==> src/rtl/pixel_pkg.sv <==
// pixel_pkg: widths, lane indexing and byte-lane helpers shared by the pixel
// packer and the quad-to-pixel serializer.
package pixel_pkg;

  localparam int PIX_W      = 8;
  localparam int QUAD_LANES = 4;
  localparam int QUAD_W     = PIX_W * QUAD_LANES;

  typedef logic [1:0] lane_idx_t;
  localparam lane_idx_t LAST_LANE = 2'd3;

  typedef enum logic {
    FILLING = 1'b0,
    HOLDING = 1'b1
  } pack_state_t;

  typedef struct packed {
    logic [PIX_W-1:0] r;
    logic [PIX_W-1:0] g;
    logic [PIX_W-1:0] b;
  } pixel_t;

  typedef struct packed {
    logic [QUAD_W-1:0] r;
    logic [QUAD_W-1:0] g;
    logic [QUAD_W-1:0] b;
  } quad_t;

  // Lane 0 is the most significant byte, so the first pixel lands in [31:24].
  function automatic int lane_lsb(input lane_idx_t idx);
    return QUAD_W - PIX_W * (int'(idx) + 1);
  endfunction

  function automatic logic [QUAD_W-1:0] put_lane(input logic [QUAD_W-1:0] word,
                                                 input lane_idx_t         idx,
                                                 input logic [PIX_W-1:0]  px);
    logic [QUAD_W-1:0] w;
    w = word;
    w[lane_lsb(idx) +: PIX_W] = px;
    return w;
  endfunction

  // Lanes 0..idx valid: top idx+1 bits of the mask set.
  function automatic logic [QUAD_LANES-1:0] fill_mask(input lane_idx_t idx);
    logic [QUAD_LANES-1:0] m;
    m = '1;
    return m << (LAST_LANE - idx);
  endfunction

endpackage

==> src/rtl/pixel_quad_packer.sv <==
// pixel_quad_packer: packs single RGB pixels into 32-bit per-channel quads on a
// valid/ready output. Optional macro PIXEL_PACK_LAST_EN adds pix_last/quad_mask.
module pixel_quad_packer
  import pixel_pkg::*;
#(
  parameter logic [PIX_W-1:0] PAD_VALUE = 8'h00
) (
  input  logic              clk,
  input  logic              rst_n,
  input  logic              valid_pix,
  input  logic [PIX_W-1:0]  R,
  input  logic [PIX_W-1:0]  G,
  input  logic [PIX_W-1:0]  B,
`ifdef PIXEL_PACK_LAST_EN
  input  logic              pix_last,
`endif
  output logic              pix_ready,
  output logic              valid_quad,
  output logic [QUAD_W-1:0] R_quad,
  output logic [QUAD_W-1:0] G_quad,
  output logic [QUAD_W-1:0] B_quad,
`ifdef PIXEL_PACK_LAST_EN
  output logic [QUAD_LANES-1:0] quad_mask,
`endif
  input  logic              quad_ready
);

  localparam quad_t PAD_QUAD = quad_t'({3 * QUAD_LANES{PAD_VALUE}});

  pack_state_t state;
  lane_idx_t   idx;
  quad_t       acc;
  quad_t       quad_q;
  quad_t       merged;
  pixel_t      px;
  logic        completing;
  logic        accept;
  logic        drain;

  assign px = '{r: R, g: G, b: B};

`ifdef PIXEL_PACK_LAST_EN
  assign completing = (idx == LAST_LANE) || pix_last;
`else
  assign completing = (idx == LAST_LANE);
`endif

  // Only a completing pixel can collide with a held quad; quad_ready reaches
  // pix_ready combinationally so a drain and a new quad share one edge.
  assign pix_ready = (state == FILLING) || quad_ready || !completing;
  assign accept    = valid_pix && pix_ready;
  assign drain     = (state == HOLDING) && quad_ready;

  // NOTE: every combinational output gets a default before any conditional
  // update, so no latch can be inferred.
  always_comb begin
    merged   = acc;
    merged.r = put_lane(acc.r, idx, px.r);
    merged.g = put_lane(acc.g, idx, px.g);
    merged.b = put_lane(acc.b, idx, px.b);
  end

  // NOTE: sequential state uses non-blocking assignments only, and the
  // accumulator is reset to pad lanes so a reset mid-quad leaves no stale bytes.
  always_ff @(posedge clk or negedge rst_n) begin
    if (!rst_n) begin
      state  <= FILLING;
      idx    <= '0;
      acc    <= PAD_QUAD;
      quad_q <= '0;
`ifdef PIXEL_PACK_LAST_EN
      quad_mask <= '0;
`endif
    end else begin
      if (accept) begin
        if (completing) begin
          quad_q <= merged;
          acc    <= PAD_QUAD;
          idx    <= '0;
`ifdef PIXEL_PACK_LAST_EN
          quad_mask <= fill_mask(idx);
`endif
        end else begin
          acc <= merged;
          idx <= idx + 1'b1;
        end
      end

      if (accept && completing) begin
        state <= HOLDING;
      end else if (drain) begin
        state <= FILLING;
      end
    end
  end

  assign valid_quad = (state == HOLDING);
  assign R_quad     = quad_q.r;
  assign G_quad     = quad_q.g;
  assign B_quad     = quad_q.b;

endmodule

==> config.mk <==
export PLATFORM = sky130hd
export DESIGN_NAME = pixel_quad_packer
export DESIGN_NICKNAME = d
export VERILOG_FILES = /design/src/rtl/pixel_pkg.sv /design/src/rtl/pixel_quad_packer.sv
export SDC_FILE = /design/constraint.sdc
export NUM_CORES = 1
export LEC_CHECK = 0
export ABC_CLOCK_PERIOD_IN_PS = 3600
export CORE_ASPECT_RATIO = 0.7
export CORE_MARGIN = 2
export CORE_UTILIZATION = 50
export CTS_BUF_LIST = sky130_fd_sc_hd__clkbuf_8
export CTS_CLUSTER_SIZE = 24
export DETAILED_ROUTE_END_ITERATION = 7
export DONT_BUFFER_PORTS = 1
export HOLD_SLACK_MARGIN = 0.1
export PLACE_DENSITY = 0.66
export SYNTH_ARGS = -nofsm -noshare
export SYNTH_HDL_FRONTEND = slang
export SYNTH_SLANG_ARGS = --single-unit
==> constraint.sdc <==
create_clock -name clk -period 3.6 [get_ports clk]
set_input_delay 0 -clock clk [delete_from_list [all_inputs] [get_ports clk]]
set_output_delay 0 -clock clk [all_outputs]
set_load 0.02 [all_outputs]
==> results.sh, run 1 <==
export IMPL_outcome="complete, but fails checks"
export IMPL_violations="hold timing"
export IMPL_met2_usage_pct=33.3
export IMPL_cts_setup_buffers=0
export IMPL_clock_sinks=171
export IMPL_synth_top_cell_by_area="dfrtp_1"
export IMPL_crit_arrival_ps=2930
export IMPL_gr_usage_met1_pct=33.0
export IMPL_synth_area_leaders="dfrtp_1, a22o_1, mux2_2"
export IMPL_synth_top_area_share_pct=58.7
export IMPL_synth_top_cells_by_count="dfrtp_1, a22o_1, mux2_2"
export IMPL_die_h_um=105
export IMPL_drc=0
export IMPL_gp_congestion=0.725
export IMPL_slew_viol_final=0
export IMPL_cp_top_family="compound AO/OA/AOI/OAI gates"
export IMPL_vias=4543
export IMPL_max_freq_mhz=393
export IMPL_timing_slew_headroom_pct=37.8
export IMPL_cts_buffers=17
export IMPL_clockBufferDepth=2
export IMPL_top_usage_layer="met2"
export IMPL_postSynthAreaPerCell_um2=14.9
export IMPL_io_buffers=0
export IMPL_core_um2=14100
export IMPL_die_area_um2=15600
export IMPL_std_cell_rows=36
export IMPL_cpMaxStageDelayCell="dfrtp_1"
export IMPL_min_path_type="input pin to async pin"
export IMPL_worst_path_buf_inv=1
export IMPL_hpwl_um=11000
export IMPL_grt_overflow_total=0
export IMPL_use_met3_pct=9.91
export IMPL_p_per_area_nw_per_um2=857
export IMPL_drive_gt1_share_pct=23.7
export IMPL_cts_root_buf="clkbuf_8"
export IMPL_yosysSeqAreaShare_pct=58.7
export IMPL_p_leak_nw=3.77
export IMPL_synth_distinct_cells=28
export IMPL_final_setup_tns_ps=0
export IMPL_synthCells=490
export IMPL_antenna_found_initial=1
export IMPL_clock_latency_ps=460
export IMPL_synth_net_count=523
export IMPL_drtIter0Drc=300
export IMPL_grt_max_degree=172
export IMPL_ys_warn_count=0
export IMPL_synth_edff_count=0
export IMPL_fin_crit_ps=2540
export IMPL_rsz0062_at_grt="false"
export IMPL_cap_violations=0
export IMPL_finalClockSkew_ps=13.6
export IMPL_path_cells="ha_1, nand3b_2, o211ai_1, buf_4, a22o_1"
export IMPL_grt_pass1_wl_um=27600
export IMPL_finalSetupViolCount=0
export IMPL_tightest_slew_ps=929
export IMPL_grt_pass1_vias=4659
export IMPL_worst_path_largest_cell_delay_ps=560
export IMPL_path_max_fanout=15
export IMPL_fillCellCount=1112
export IMPL_first_pass_iters=5
export IMPL_synth_most_common_cell="dfrtp_1"
export IMPL_ys_flop_type="dfrtp_1"
export IMPL_die_x_um=148
export IMPL_ys_async_sr_fraction_pct=100
export IMPL_required_ps=3980
export IMPL_synth_seq_cells=171
export IMPL_wl_um=17300
export IMPL_worstSetupPathType="flop to flop"
export IMPL_ios=126
export IMPL_htreeDepth=4
export IMPL_path_clk_slew_ps=90
export IMPL_start_util_pct=51.7
export IMPL_finalCritPeriodShare_pct=70.6
export IMPL_start_kind="flop"
export IMPL_syn_area_um2=7290
export IMPL_wl_per_cell_um=24.6
export IMPL_nets=534
export IMPL_areaGrowthSynthToFinish_pct=9.82
export IMPL_via_per_inst=6.44
export IMPL_hold_slack_ps=-761
export IMPL_endpoint_kind="flop"
export IMPL_cts_tree="built"
export IMPL_grt_use_total_pct=23.2
export IMPL_hold_viol_final=171
export IMPL_ir_drop_v=0.000381
export IMPL_drtAntennaViolNets=0
==> kinds of logic (layout without fill, tap and decap cells) <==
| family | after synthesis | after routing | synth area share, % |
|---|---|---|---|
| DFF | 171 | 171 | 58.7 |
| adders and majority gates | 5 | 5 | 0.858 |
| buffers and inverters | 52 | 76 | 4.55 |
| and+or+nand+nor | 16 | 16 | 1.99 |
| muxes | 72 | 72 | 12.4 |
| AOI/OAI and AO/OA | 174 | 174 | 21.6 |
| other | 0 | 1 | 0 |
==> report_power, final <==
group | internal (mW) | total [mW] | switching [mW]
clock network | 0.686 | 1.39 | 0.703
registers | 2.57 | 3.48 | 0.915
logic | 1.03 | 1.99 | 0.959
==> worst paths after layout <==
path	slack [ps]	depth (start not counted)	startpoint	endpoint
max in group asynchronous	4160	0	rst_n	G_quad[17]
setup / recovery	1060	5	idx[0]	acc[72]
setup reg to reg	1060	5	idx[0]	acc[72]
hold reg to reg	500	1	acc[8]	acc[8]
hold / removal	-760	0	rst_n	R_quad[15]
min in group clk	120	2	valid_pix	acc[23]
==> sequential cells by signal (all words and copies together), names as in the netlist <==
name and flops:
G_quad 32, B_quad 32, idx 2, acc 72, valid_quad 1, R_quad 32
==> metrics by stage <==
step	area [um2]	total power [mW]	util [%]	setup WS [ps]	instances
2_1_floorplan	7290	5.00	-	1720	490
3_3_place_gp	7310	5.35	51.9	1240	644
3_5_place_dp	7310	5.45	51.9	1120	644
4_1_cts	7990	6.91	56.7	1100	703
5_1_grt	8000	7.24	56.8	913	704
6_report	8010	6.86	56.8	1060	705
==> routing by layer <==
metal | share of wire, % | routed length, um | vias to the layer above
met4 | 0.55 | 95 | 0
li1 | - | - | 1950
met5 | 0 | 0 | -
met3 | 9.0 | 1560 | 10
met2 | 44 | 7610 | 152
met1 | 47 | 8070 | 2431
==> what timing repair did <==
action / in CTS / in global routing
hold buffers: 27 / 1
resized for setup: 0 / 0
endpoints found under the hold margin: 342 / 172
==> layout make-up <==
class                   instances  area, um2  area share [%]
flip-flops and latches        171       4280            53.4
clock buffers                  17        234            2.92
diodes                          1       2.50          0.0313
well taps                     190        238            2.97
repair buffers                 39        363            4.53
inverters                       5       18.8           0.234
clock inverters                15        175            2.19
multi-input cells             267       2700            33.7
==> cell usage in the layout (no fill, tap or decap), types with 2 or more instances in the layout <==
cell | netlist | layout
dfrtp_1 | 171 | 171
a22o_1 | 122 | 122
mux2_2 | 48 | 48
a32o_1 | 46 | 46
dlygate4sd3_1 | 0 | 28
mux2_4 | 24 | 24
clkbuf_8 | 0 | 17
buf_4 | 8 | 11
inv_1 | 5 | 7
ha_1 | 5 | 5
clkinv_4 | 0 | 4
o211ai_1 | 3 | 3
and2_1 | 3 | 3
bufinv_16 | 0 | 3
nor2b_4 | 0 | 2
inv_6 | 0 | 2
clkinvlp_4 | 0 | 2
clkinv_2 | 0 | 2
Power figures use the tool's default switching activity.
==> run 2, diff against run 1 <==
--- a/config.mk
+++ b/config.mk
@@ -5,7 +5,7 @@
 export SDC_FILE = /design/constraint.sdc
 export NUM_CORES = 1
 export LEC_CHECK = 0
-export ABC_CLOCK_PERIOD_IN_PS = 3600
+export ABC_CLOCK_PERIOD_IN_PS = 2400
 export CORE_ASPECT_RATIO = 0.7
 export CORE_MARGIN = 2
 export CORE_UTILIZATION = 50
==> constraint.sdc (replaced) <==
create_clock -name clk -period 2.4 [get_ports clk]
set_input_delay 0 -clock clk [delete_from_list [all_inputs] [get_ports clk]]
set_output_delay 0 -clock clk [all_outputs]
set_load 0.02 [all_outputs]
==> run 2 against run 1 <==
Compared with the run above:
- the flow still finishes with violations (hold timing)
- final cell count rose by 1.3%
- global-route usage rose by 0.52 points
- routed wire length rose by 2.3%
- via count rose by 2.1%
- largest power group unchanged
==> results.sh, run 2 (synthesized netlist as in run 1, its figures left out) <==
export IMPL_outcome="complete, but fails checks"
export IMPL_violations="hold timing"
export IMPL_worstSetupPathType="flop to flop"
export IMPL_drtIter0Drc=355
export IMPL_finalPower_mw=10.6
export IMPL_clock_latency_ps=480
export IMPL_power_switching_mw=3.95
export IMPL_first_pass_iters=7
export IMPL_drive_gt1_share_pct=25.4
export IMPL_fin_cells=714
export IMPL_postCtsHoldBufs=27
export IMPL_diodes=0
export IMPL_gp_congestion=0.741
export IMPL_post_route_cell_area_um2=8130
export IMPL_r2r_cells=5
export IMPL_slew_viol_final=0
export IMPL_die_x_um=148
export IMPL_ios=126
export IMPL_cap_violations=0
export IMPL_combPwrFrac_pct=30.0
export IMPL_timing_reg2reg_setup_slack_ps=170
export IMPL_cts_buffers=17
export IMPL_final_cell_mix="dfrtp_1, a22o_1, mux2_2"
export IMPL_finalClockSkew_ps=10.6
export IMPL_via_per_inst=6.50
export IMPL_final_setup_tns_ps=0
export IMPL_std_cell_rows=36
export IMPL_grt_pass1_vias=4883
export IMPL_die_h_um=105
export IMPL_max_freq_mhz=449
export IMPL_place_area_um2=7430
export IMPL_endpoint_kind="flop"
export IMPL_finalSetupViolCount=0
export IMPL_areaGrowthSynthToFinish_pct=11.6
export IMPL_rsz0062_at_grt="false"
export IMPL_io_buffers=0
export IMPL_cts_tree="built"
export IMPL_min_path_type="input pin to async pin"
export IMPL_path_clk_slew_ps=80
export IMPL_cts_root_buf="clkbuf_8"
export IMPL_r2r_start="idx[0]"
export IMPL_wl_um=17700
export IMPL_final_common_cell="dfrtp_1"
export IMPL_top_register="acc"
export IMPL_drc=0
export IMPL_crit_arrival_ps=2640
export IMPL_antenna_found_initial=0
export IMPL_grt_overflow_total=0
export IMPL_hold_slack_ps=-791
export IMPL_clockPowerShare_pct=20.8
export IMPL_core_um2=14100
export IMPL_grt_pass1_wl_um=28100
export IMPL_die_area_um2=15600
export IMPL_nets=544
export IMPL_startpoint="idx[0]"
export IMPL_ir_drop_v=0.000532
export IMPL_reg2reg_to="acc[87]"
export IMPL_timing_slew_headroom_pct=37.1
export IMPL_fin_crit_ps=2230
export IMPL_finalCritPeriodShare_pct=92.7
export IMPL_p_leak_nw=3.84
export IMPL_hold_viol_final=171
export IMPL_pwr_share_seq_pct=49.2
export IMPL_start_util_pct=51.7
export IMPL_vias=4638
export IMPL_clock_sinks=171
export IMPL_path_max_fanout=40
export IMPL_required_ps=2820
export IMPL_crit_end="acc[87]"
export IMPL_swShare_pct=37.3
export IMPL_htreeDepth=4
export IMPL_p_per_area_nw_per_um2=1300
export IMPL_largest_register_ffs=72
export IMPL_tightest_slew_ps=942
export IMPL_cts_setup_buffers=0
export IMPL_start_kind="flop"
export IMPL_grt_use_total_pct=23.7
export IMPL_clockBufferDepth=2
export IMPL_wl_per_cell_um=24.9
export IMPL_internal_power_mw=6.65
export IMPL_drtAntennaViolNets=0
export IMPL_grt_max_degree=172
export IMPL_hpwl_um=11200
export IMPL_dp_cells=655
## run 2: cell count changes in the layout (fill, tap and decap cells not counted), sizes merged
cell,previous run,this run
dlygate4sd3,28,27
inv,9,7
buf,11,22
clkinvlp,2,3
clkinv,6,5
diode,1,0
bufinv,3,4
clkbuf,17,18
## run 2: repair_timing
| action | in CTS | in global routing |
|---|---|---|
| endpoints found under the hold margin | 342 | 171 |
| gates resized for setup | 0 | 1 |
| setup endpoints to repair | 0 | 9 |
## run 2: cell type report
cell class	instances	area [um2]
fillers	1121	5960
clock inverters	14	179
repair buffers	49	473
clock buffers	18	248
multi-input cells	267	2700
well taps	190	238
flip-flops and latches	171	4280
inverters	5	18.8
## run 2: how the worst min path moves through the flow
stage | start | end | depth (start not counted)
after floorplan | rst_n | B_quad[0] | 0
after global placement | rst_n | R_quad[13] | 0
after detailed placement | rst_n | R_quad[2] | 0
after CTS | rst_n | R_quad[25] | 0
after global routing | rst_n | R_quad[2] | 0
final | rst_n | R_quad[13] | 0
## run 2: power groups by stage
stage | Sequential, mW | Combinational (mW) | Clock [mW]
6_report | 5.21 | 3.18 | 2.21
5_1_grt | 5.35 | 3.42 | 2.36
4_1_cts | 5.23 | 3.17 | 2.24
3_5_place_dp | 5.28 | 3.06 | 0
3_3_place_gp | 5.22 | 2.94 | 0
2_1_floorplan | 5.02 | 2.47 | 0
## run 2: metrics by stage
step	setup slack, ps	util, %
after floorplan	521	-
after global placement	219	52.7
after detailed placement	53.9	52.7
after CTS	22.9	57.7
after global routing	29.0	57.7
final	174	57.7
## run 2: metal layers
metal / part of all wire, % / track usage (%)
met1: 45 / 33.1
met2: 46 / 35.4
met3: 8.3 / 7.82
met4: 1.2 / 7.35
met5: 0 / 0
## run 2: worst max-delay path: stages, from the launching register on
cell and delay [ps]:
dfrtp_1 480, inv_1 110, ha_1 320, and4b_4 620, and2_1 430, a22o_1 200
==> run 3, diff against run 2 <==
--- a/config.mk
+++ b/config.mk
@@ -5,7 +5,6 @@
 export SDC_FILE = /design/constraint.sdc
 export NUM_CORES = 1
 export LEC_CHECK = 0
-export ABC_CLOCK_PERIOD_IN_PS = 2400
 export CORE_ASPECT_RATIO = 0.7
 export CORE_MARGIN = 2
 export CORE_UTILIZATION = 50
==> constraint.sdc (replaced) <==
create_clock -name clk -period 2.85 [get_ports clk]
set_input_delay 0 -clock clk [delete_from_list [all_inputs] [get_ports clk]]
set_output_delay 0 -clock clk [all_outputs]
set_load 0.02 [all_outputs]
==> run 3 against run 2 <==
Compared with the run above:
- the run still ends with hold timing left
- non-clock buffer count is 2 lower
- sequential share of layout area increased by 0.097 points
- first-iteration DRC count down 8.5%
- flip-flop and latch count is the same
- sequential power fell by 15%
- critical path depth is 1 higher
- routed wire length down 2.5%
- final cell count is 0.28% lower
- die area is the same
- clock-buffer cell count unchanged
==> results.sh, run 3 (synthesized netlist as in run 1, its figures left out) <==
export IMPL_tightest_slew_ps=984
export IMPL_final_setup_tns_ps=0
export IMPL_die_h_um=105
export IMPL_largest_register_ffs=72
export IMPL_cpMaxStageDelayCell="nor4b_4"
export IMPL_drtAntennaViolNets=0
export IMPL_std_cell_rows=36
export IMPL_endpoint_kind="flop"
export IMPL_pwr_share_seq_pct=49.6
export IMPL_die_x_um=148
export IMPL_grt_overflow_total=0
export IMPL_start_util_pct=51.7
export IMPL_cts_setup_buffers=0
export IMPL_clockBufferDepth=2
export IMPL_core_um2=14100
export IMPL_nets=542
export IMPL_hpwl_um=11100
export IMPL_grt_max_degree=172
export IMPL_gp_congestion=0.775
export IMPL_cap_violations=0
export IMPL_hold_slack_ps=-785
export IMPL_cts_buffers=17
export IMPL_drtIter0Drc=325
export IMPL_slew_viol_final=0
export IMPL_antenna_found_initial=0
export IMPL_required_ps=3260
export IMPL_p_per_area_nw_per_um2=1090
export IMPL_first_pass_iters=4
export IMPL_ios=126
export IMPL_start_kind="flop"
export IMPL_htreeDepth=4
export IMPL_worst_path_largest_cell_delay_ps=560
export IMPL_areaGrowthSynthToFinish_pct=11.4
export IMPL_finalSetupViolCount=0
export IMPL_path_cells="inv_1, ha_1, nor4b_4, buf_4, a22o_1, mux2_2"
export IMPL_via_per_inst=6.41
export IMPL_postCtsHoldBufs=27
export IMPL_io_buffers=0
export IMPL_crit_arrival_ps=2750
export IMPL_final_common_cell="dfrtp_1"
export IMPL_finalCritPeriodShare_pct=82.2
export IMPL_finalPower_mw=8.89
export IMPL_grt_pass1_wl_um=27400
export IMPL_regArea_um2=4280
export IMPL_outcome="complete, but fails checks"
export IMPL_final_cell_mix="dfrtp_1, a22o_1, mux2_2"
export IMPL_hold_viol_final=171
export IMPL_worstSetupPathType="flop to flop"
export IMPL_finalClockSkew_ps=14.0
export IMPL_power_switching_mw=3.31
export IMPL_drc=0
export IMPL_clock_sinks=171
export IMPL_cts_resized=0
export IMPL_wl_um=17300
export IMPL_clock_latency_ps=470
export IMPL_diodes=0
export IMPL_combPwrFrac_pct=29.0
export IMPL_rsz0062_at_grt="false"
export IMPL_pre_cts_slack_ps=556
export IMPL_timing_reg2reg_setup_slack_ps=510
export IMPL_violations="hold timing"
export IMPL_cts_tree="built"
export IMPL_swShare_pct=37.2
export IMPL_timing_slew_headroom_pct=34.1
export IMPL_clockPowerShare_pct=21.4
export IMPL_vias=4566
export IMPL_die_area_um2=15600
export IMPL_p_leak_nw=3.82
export IMPL_path_max_fanout=18
export IMPL_min_path_type="input pin to async pin"
export IMPL_setup_slack_ps=508
export IMPL_fillCellCount=1119
export IMPL_top_register="acc"
export IMPL_path_clk_slew_ps=100
export IMPL_wl_per_cell_um=24.3
export IMPL_drive_gt1_share_pct=25.5
export IMPL_grt_pass1_vias=4628
export IMPL_ir_drop_v=0.000441
export IMPL_max_freq_mhz=427
export IMPL_cts_root_buf="clkbuf_8"
export IMPL_internal_power_mw=5.58
export IMPL_multi_input_area_um2=2700
export IMPL_grt_use_total_pct=23.3
export IMPL_fin_crit_ps=2340
[run 3: path summary, 6_finish.rpt]
path | from | to | depth (start not counted)
max | idx[0] | B_quad[25] | 6
max reg2reg | idx[0] | B_quad[25] | 6
min in group clk | valid_pix | acc[81] | 2
min reg2reg | acc[50] | acc[50] | 1
min | rst_n | R_quad[12] | 0
max in group asynchronous | rst_n | acc[44] | 0
[run 3: critical path, delay by kind of cell, from the launching register on]
kind / cells / cell delay [ps]
flip-flops: 1 / 550
buffers and inverters: 2 / 450
AND/OR/NAND/NOR: 1 / 560
adder cells (fa/ha/maj): 1 / 400
AO/OA/AOI/OAI: 1 / 170
multiplexers: 1 / 150
[run 3: stage by stage]
| stage | instances | cell area [um2] | utilization [%] |
|---|---|---|---|
| 6_report | 712 | 8120 | 57.6 |
| 5_1_grt | 712 | 8120 | 57.6 |
| 4_1_cts | 712 | 8120 | 57.6 |
| 3_5_place_dp | 653 | 7410 | 52.5 |
| 3_3_place_gp | 653 | 7410 | 52.5 |
| 2_1_floorplan | 490 | 7290 | - |
[run 3: final cells by class]
type,count,area share [%]
Clock buffer,18,3.05
Clock inverter,14,2.39
Inverter,5,0.231
Multi-Input combinational cell,267,33.2
Sequential cell,171,52.7
Tap cell,190,2.93
Timing Repair Buffer,47,5.49
[run 3: layer usage]
| layer | share of wire (%) | GRT usage, % |
|---|---|---|
| met3 | 8.7 | 8.65 |
| met4 | 1.7 | 8.37 |
| met2 | 44 | 32.5 |
| met1 | 46 | 33.3 |
| met5 | 0 | 0 |
[run 3: power by group through the flow]
stage               Combinational [mW]  Clock (mW)  Sequential (mW)
floorplan                         2.08           0             4.23
global placement                  2.40           0             4.43
detailed placement                2.50           0             4.46
CTS                               2.59        1.94             4.42
global route                      2.80        2.04             4.52
finish                            2.58        1.90             4.41
